$ cat config.mk
export PLATFORM = sky130hd
export DESIGN_NAME = gf16_inv_seq
export DESIGN_NICKNAME = d
export VERILOG_FILES = /design/src/rtl/gf16_inv_seq.sv
export SDC_FILE = /design/constraint.sdc
export NUM_CORES = 1
export LEC_CHECK = 0
export CAP_MARGIN = 20
export CORE_UTILIZATION = 40
export CTS_BUF_LIST = sky130_fd_sc_hd__clkbuf_8
export DETAILED_ROUTE_END_ITERATION = 10
export SLEW_MARGIN = 20
export SYNTH_ARGS = -nofsm -noshare
export SYNTH_HDL_FRONTEND = slang
export SYNTH_SLANG_ARGS = --single-unit
$ cat constraint.sdc
create_clock -name clk -period 1.6 [get_ports clk]
set_input_delay 0.4 -clock clk [delete_from_list [all_inputs] [get_ports clk]]
set_output_delay 0.4 -clock clk [all_outputs]
set_load 0.02 [all_outputs]
$ cat src/rtl/gf16_inv_seq.sv
// Sequential GF(2^4) inverter (poly x^4+x+1): a^-1 = a^14 via square-and-multiply, done 6 edges after start.
// Optional zero_err output is built when GF_INV_ZERO_FLAG_EN is defined.
module gf16_inv_seq (
  input  logic       clk,
  input  logic       rst,
  input  logic       start,
  input  logic [3:0] a,
  output logic       busy,
  output logic       done,
`ifdef GF_INV_ZERO_FLAG_EN
  output logic [3:0] out_inv,
  output logic       zero_err
`else
  output logic [3:0] out_inv
`endif
);

  localparam int unsigned W  = 4;
  localparam int unsigned PW = 2 * W - 1;

  typedef enum logic [2:0] {
    IDLE = 3'd0,
    SQ1  = 3'd1,
    MUL1 = 3'd2,
    SQ2  = 3'd3,
    MUL2 = 3'd4,
    SQ3  = 3'd5
  } state_t;

  state_t state, state_nxt;

  logic [W-1:0] base, acc;
  logic [W-1:0] op_b, prod;
  logic         load, step, fin, use_base;

  // Carry-less 4x4 product folded back with x^4 = x + 1.
  function automatic logic [W-1:0] gf_mul(input logic [W-1:0] x, input logic [W-1:0] y);
    logic [PW-1:0] p;
    p = '0;
    for (int i = 0; i < int'(W); i++) begin
      if (y[i]) p = p ^ (PW'(x) << i);
    end
    return p[W-1:0]
         ^ ({W{p[4]}} & W'(4'h3))
         ^ ({W{p[5]}} & W'(4'h6))
         ^ ({W{p[6]}} & W'(4'hC));
  endfunction

  // State register
  always_ff @(posedge clk or posedge rst) begin
    if (rst) state <= IDLE;
    else     state <= state_nxt;
  end

  // Next-state logic
  always_comb begin
    state_nxt = state;
    case (state)
      IDLE:    if (start) state_nxt = SQ1;
      SQ1:     state_nxt = MUL1;
      MUL1:    state_nxt = SQ2;
      SQ2:     state_nxt = MUL2;
      MUL2:    state_nxt = SQ3;
      SQ3:     state_nxt = IDLE;
      default: state_nxt = IDLE;
    endcase
  end

  // Control decode for the shared multiplier and datapath registers
  always_comb begin
    load     = 1'b0;
    step     = 1'b0;
    fin      = 1'b0;
    use_base = 1'b0;
    case (state)
      IDLE:       load = start;
      SQ1, SQ2:   step = 1'b1;
      MUL1, MUL2: begin
        step     = 1'b1;
        use_base = 1'b1;
      end
      SQ3:        fin = 1'b1;
      default:    ;
    endcase
  end

  assign op_b = use_base ? base : acc;
  assign prod = gf_mul(acc, op_b);

  // Datapath and registered outputs; out_inv only changes on the final square
  always_ff @(posedge clk or posedge rst) begin
    if (rst) begin
      base    <= '0;
      acc     <= '0;
      out_inv <= '0;
      busy    <= 1'b0;
      done    <= 1'b0;
`ifdef GF_INV_ZERO_FLAG_EN
      zero_err <= 1'b0;
`endif
    end else begin
      done <= fin;
      if (load) begin
        base <= a;
        acc  <= a;
        busy <= 1'b1;
      end
      if (step) acc <= prod;
      if (fin) begin
        out_inv <= prod;
        busy    <= 1'b0;
`ifdef GF_INV_ZERO_FLAG_EN
        zero_err <= (base == '0);
`endif
      end
    end
  end

endmodule

**Word-level counts from Yosys, hierarchy flattened**

Index checks and enable logic that the tools add are counted.

- Register bits after elaboration: 17
- Latch bits: 0
- Memory bits (writable): 0
- Bits in read-only memories: 0
- Input port bits: 7
- Logic and storage cells: 38
- Memories: 0

- Add/sub/neg operators: 0
- Multiply operators: 0
- Divide/modulo/power cells: 0
- Order comparisons: 0
- Equal/unequal tests: 6
- Shifts and indexed selects: 0
- Mux-type cells: 15
- Bitwise gates (word level): 6
- Reductions and logical operators: 5

Operator list:

| kind | number |
|---|---|
| 7-bit 2-to-1 mux | 3 |
| 4-bit 2-to-1 mux | 4 |
| 3-bit one-hot mux with 5 select lines | 1 |
| 7-bit by 5-bit XOR with 7-bit output | 1 |
| 7-bit by 6-bit XOR with 7-bit output | 1 |
| 7-bit XOR | 1 |
| 3-bit by 2-bit == test with 1-bit output, second input constant | 2 |
| 3-bit == test, second input constant | 2 |
| 1-bit 2-to-1 mux | 6 |
| 2-bit nonzero test | 2 |
| 4-bit OR reduction | 1 |
| 4-bit by 2-bit XOR with 4-bit output | 1 |
| 4-bit by 3-bit XOR with 4-bit output | 1 |
| 4-bit XOR | 1 |
| 3-bit by 1-bit == test with 1-bit output, second input constant | 1 |
| 3-bit zero test | 1 |
| 3-bit 2-to-1 mux | 1 |
| 2-bit inequality test, second input constant | 1 |
| 2-bit OR reduction | 1 |

**Logic depth before layout (Yosys ltp)**

- Depth after elaboration: 15
- Mapped depth: 6

**Least setup slack after synthesis**

Ideal clock, no wire load.

- Kind: register to register
- Start: reg state[2]
- End: reg acc[0]
- Library setup time: 86 ps
- Arrival: 1,563 ps
- Data required time: 1,514 ps
- Slack: -49 ps
- Cell stages (with the launch flop): 7
- Path buffers: 1
- Period minus slack after synthesis: 1,649 ps
- Cells stage by stage: dfrtp_1 -> buf_6 -> xnor2_2 -> or2_4 -> mux2_4 -> o22a_1 -> o221ai_2

- Longest elaborated chain between the ends: 15
- Elaborated cells between the ends (all ways): 23

RTL lines:

| item | line | text |
|---|---|---|
| start: declaration | 30 | `state_t state, state_nxt;` |
| start signal: assignment | 52 | `else state <= state_nxt;` |
| 3-bit by 2-bit == test with 1-bit output / 3-bit == test (equally long branches) | 75 | `case (state)` |
| 2-bit OR reduction | - |  |
| 1-bit 2-to-1 mux | 75 |  |
| 4-bit 2-to-1 mux | 87 | `assign op_b = use_base ? base : acc;` |
| 4-bit 2-to-1 mux | 41 | `if (y[i]) p = p ^ (PW'(x) << i);` |
| 7-bit by 5-bit XOR with 7-bit output | 41 |  |
| 7-bit 2-to-1 mux | 41 |  |
| 7-bit by 6-bit XOR with 7-bit output | 41 |  |
| 7-bit 2-to-1 mux | 41 |  |
| 7-bit XOR | 41 |  |
| 7-bit 2-to-1 mux | 41 |  |
| 4-bit by 2-bit XOR with 4-bit output | 44 | `^ ({W{p[4]}} & W'(4'h3))` |
| 4-bit by 3-bit XOR with 4-bit output | 45 | `^ ({W{p[5]}} & W'(4'h6))` |
| 4-bit XOR | 46 | `^ ({W{p[6]}} & W'(4'hC));` |
| 4-bit 2-to-1 mux | 108 | `if (step) acc <= prod;` |
| end signal: assignment | 108 |  |
| end: declaration | 32 | `logic [W-1:0] base, acc;` |

Parallel ways exist; a longest one is shown, timed or not.
A chain may end at the register's enable or synchronous reset.

**Final worst setup path**

- Start: reg state[1]
- End: reg acc[0]

Same word-level chain as after synthesis.

==> impl_results.md <==
- Status: finished with violations
- Violated checks: negative setup slack
- Lkg Pwr: 0.737 nW
- Crit-path max cell delay: 0.43 ns
- Hold Vio Cnt, Final: 0
- Ys Warns: 0
- #FFs+latches synth: 17
- Global Route Usage Sum: 19.2%
- # diodes: 0
- R2r startpoint: state[1]$_DFFE_PP0P_
- Max_cap viols: 0
- Num ports: 13
- Clock Skew: 0.00287 ns
- Fin worst setup slack: -0.0707 ns
- Core box area: 0.00276 mm2
- Initial antenna violation count: 0
- Final Max Slew Viols: 0
- Reg2Reg Setup Slack: -0.07 ns
- Area delta synth->final: 35.5%
- Slowest stage cell on the critical path: dfrtp_2
- Vias post-DR: 1028
- WP buf/inv: 1
- First-pass iteration count of the detailed router: 4
- Maximum fanout along the worst path: 4
- Die Wd: 55.9 um
- Clk buf depth: 2
- Initial Utilization: 42.2%
- RSZ-0062 raised after global routing: true
- Tmin final: 1.67 ns
- Endpoints failing setup: 2
- Site Rows: 19
- Reg-to-reg endpoint: acc[0]$_DFFE_PP0P_
- Nets: 171
- Number of global-route vias before repair: 1054
- Layout cells sized above 1: 27.6%
- Sink Count: 17
- Critical path depth: 6
- Post-synthesis async set-or-reset flop share: 100%
- Period utilization: 104%
- Total grt overflow: 0
- Critical Path Source: state[1]$_DFFE_PP0P_
- Post-Layout Inst Area: 0.00158 mm2
- Setup CP Type: register to register
- Dpl hpwl: 2050 um
- Worst Path Required: 1.78 ns
- Die ar.: 0.00313 mm2
- Die height: 55.9 um
- Syn avg cell area: 8.81 um2
- Worst slew pin tran: 0.381 ns
- Post-DP Area: 0.00147 mm2
- Commonest non-fill, non-tap cell in the layout: nand2_1
- DR DRC count: 0
- Layout Cells excl Fill: 194
- Hold buffer count at cts: 0
- Total CTS buffers: 3
- Worst hold path class: input port to async pin
- Crit start category: register
- Power Dens Cells: 2390 mW/mm2
- Antenna viol nets, final: 0
- Synth Net Count: 139
- Max_slew headroom: 74.3%
- Wire per inst: 13.7 um
- Largest net degree at the start of global routing: 18
- CTS tree: yes
- Post-synth EDFFs: 0
- Dpl cells: 188
- Post-Route WL: 2650 um
- Skew-Pair Late Insertion Delay: 0.25 ns
- IO Port Bufs: 12
- Most used DFF post-synth: dfrtp_1
- Reg clk slew, reported paths: 0.07 ns
- Worst hold slack: 0.459 ns
- H-tree level count: 1
- Post-layout util: 57.1%
- Worst vdd ir: 1.39 mV
- Post-Synthesis Cells: 132
- Root Driver: clkbuf_8
- Critical path endpoint: acc[0]$_DFFE_PP0P_
- Initial drt markers: 32
- WP data arrival: 1.85 ns
- Worst Setup End Kind: register
- Commonest non-fill, non-tap cells in the layout: nand2_1, buf_4, dfrtp_1
- First-pass GRT wire length: 4680 um
- Post-synthesis sequential area ratio: 36.6%
- Vias per cell: 5.30
- CP top delay family: flip-flops
- GPL Wtd Cong: 0.835
- Netlist cell types: 39
- Mapped Area: 0.00116 mm2
- Fmax: 599 MHz
- Depth of the worst register-to-register path: 6
- Critical path, cell by cell: buf_4, xnor2_4, or2_4, mux2_4, o22a_1, o221ai_2
## logic make-up (layout without fill, tap and decap cells)
| group | Yosys count | after routing | share of synthesized area [%] |
|---|---|---|---|
| simple gates | 54 | 54 | 22.3 |
| compound gates | 25 | 25 | 15.8 |
| flops | 17 | 17 | 36.6 |
| xor+xnor | 16 | 16 | 14.5 |
| buf+inv | 15 | 46 | 5.92 |
| mux | 5 | 5 | 4.84 |
## worst reg2reg max path, cell delays in order, from the launching register on
cell      delay [ns]
dfrtp_2         0.43
buf_4           0.16
xnor2_4         0.14
or2_4           0.25
mux2_4          0.26
o22a_1          0.20
o221ai_2        0.15
## sequential cells by signal (all words and copies together) (netlist names)
signal and flops:
busy 1, done 1, base 4, acc 4
state 3, out_inv 4
## cell type report
cell class                      instances  area (um2)
Clock inverter                          1        5.00
Multi-Input combinational cell        100         712
Sequential cell                        17         428
Fill cell                             257        1180
Clock buffer                            3        41.3
Inverter                                4        15.0
Timing Repair Buffer                   38         335
Tap cell                               31        38.8
## timing repair
item | CTS | global route
cloned | 0 | 0
pin swaps | 4 | 4
gates resized for setup | 11 | 7
setup buffers | 0 | 2
setup endpoints to repair | 8 | 5
## routing by layer
layer | GRT usage (%) | routed length (um) | vias to the layer above
met1 | 25.0 | 1230 | 492
met5 | 0 | 0 | -
met4 | 8.01 | 39 | 0
li1 | - | - | 508
met3 | 3.02 | 74 | 6
met2 | 31.7 | 1300 | 22
## worst min path at each step
stage,from,endpoint,slack (ns),depth (start not counted)
after global placement,busy$_DFFE_PP0P_,busy$_DFFE_PP0P_,0.47,2
after CTS,rst,base[2]$_DFFE_PP0P_,0.47,3
after detailed placement,busy$_DFFE_PP0P_,busy$_DFFE_PP0P_,0.47,2
final,rst,base[2]$_DFFE_PP0P_,0.46,3
after global routing,rst,base[2]$_DFFE_PP0P_,0.49,3
after floorplan,rst,acc[0]$_DFFE_PP0P_,0.33,1
## through the flow
stage                     power, W  setup slack (ns)  TNS, ns
final                      0.00377           -0.0707   -0.126
after global routing       0.00409            -0.162   -0.337
after CTS                  0.00370           -0.0710  -0.0876
after detailed placement   0.00334            -0.369   -0.627
after global placement     0.00327            -0.294   -0.499
after floorplan            0.00254           -0.0316  -0.0630
## Yosys cell counts (2+ instances only)
master    number  area, um2
a211oi_1       3       22.5
a21oi_1        2       10.0
and2_1         2       12.5
buf_2          4       20.0
clkbuf_1       6       22.5
dfrtp_1       17        425
inv_1          4       15.0
mux2i_1        3       30.0
nand2_1       32        120
nand3_1        2       10.0
nand3b_1       2       15.0
nor2_1         7       26.3
nor3_1         3       15.0
o21ai_0        7       35.0
o311a_1        2       20.0
xnor2_1        8       70.1
xnor2_2        2       32.5
xor2_1         5       43.8
## where the power goes
part           leakage [nW]  internal [W]  switching, W
registers             0.206      0.000636      0.000208
logic                 0.506       0.00137       0.00123
clock network        0.0255      0.000173      0.000157
total                 0.737       0.00218       0.00159
(Power assumes the default switching activity.)
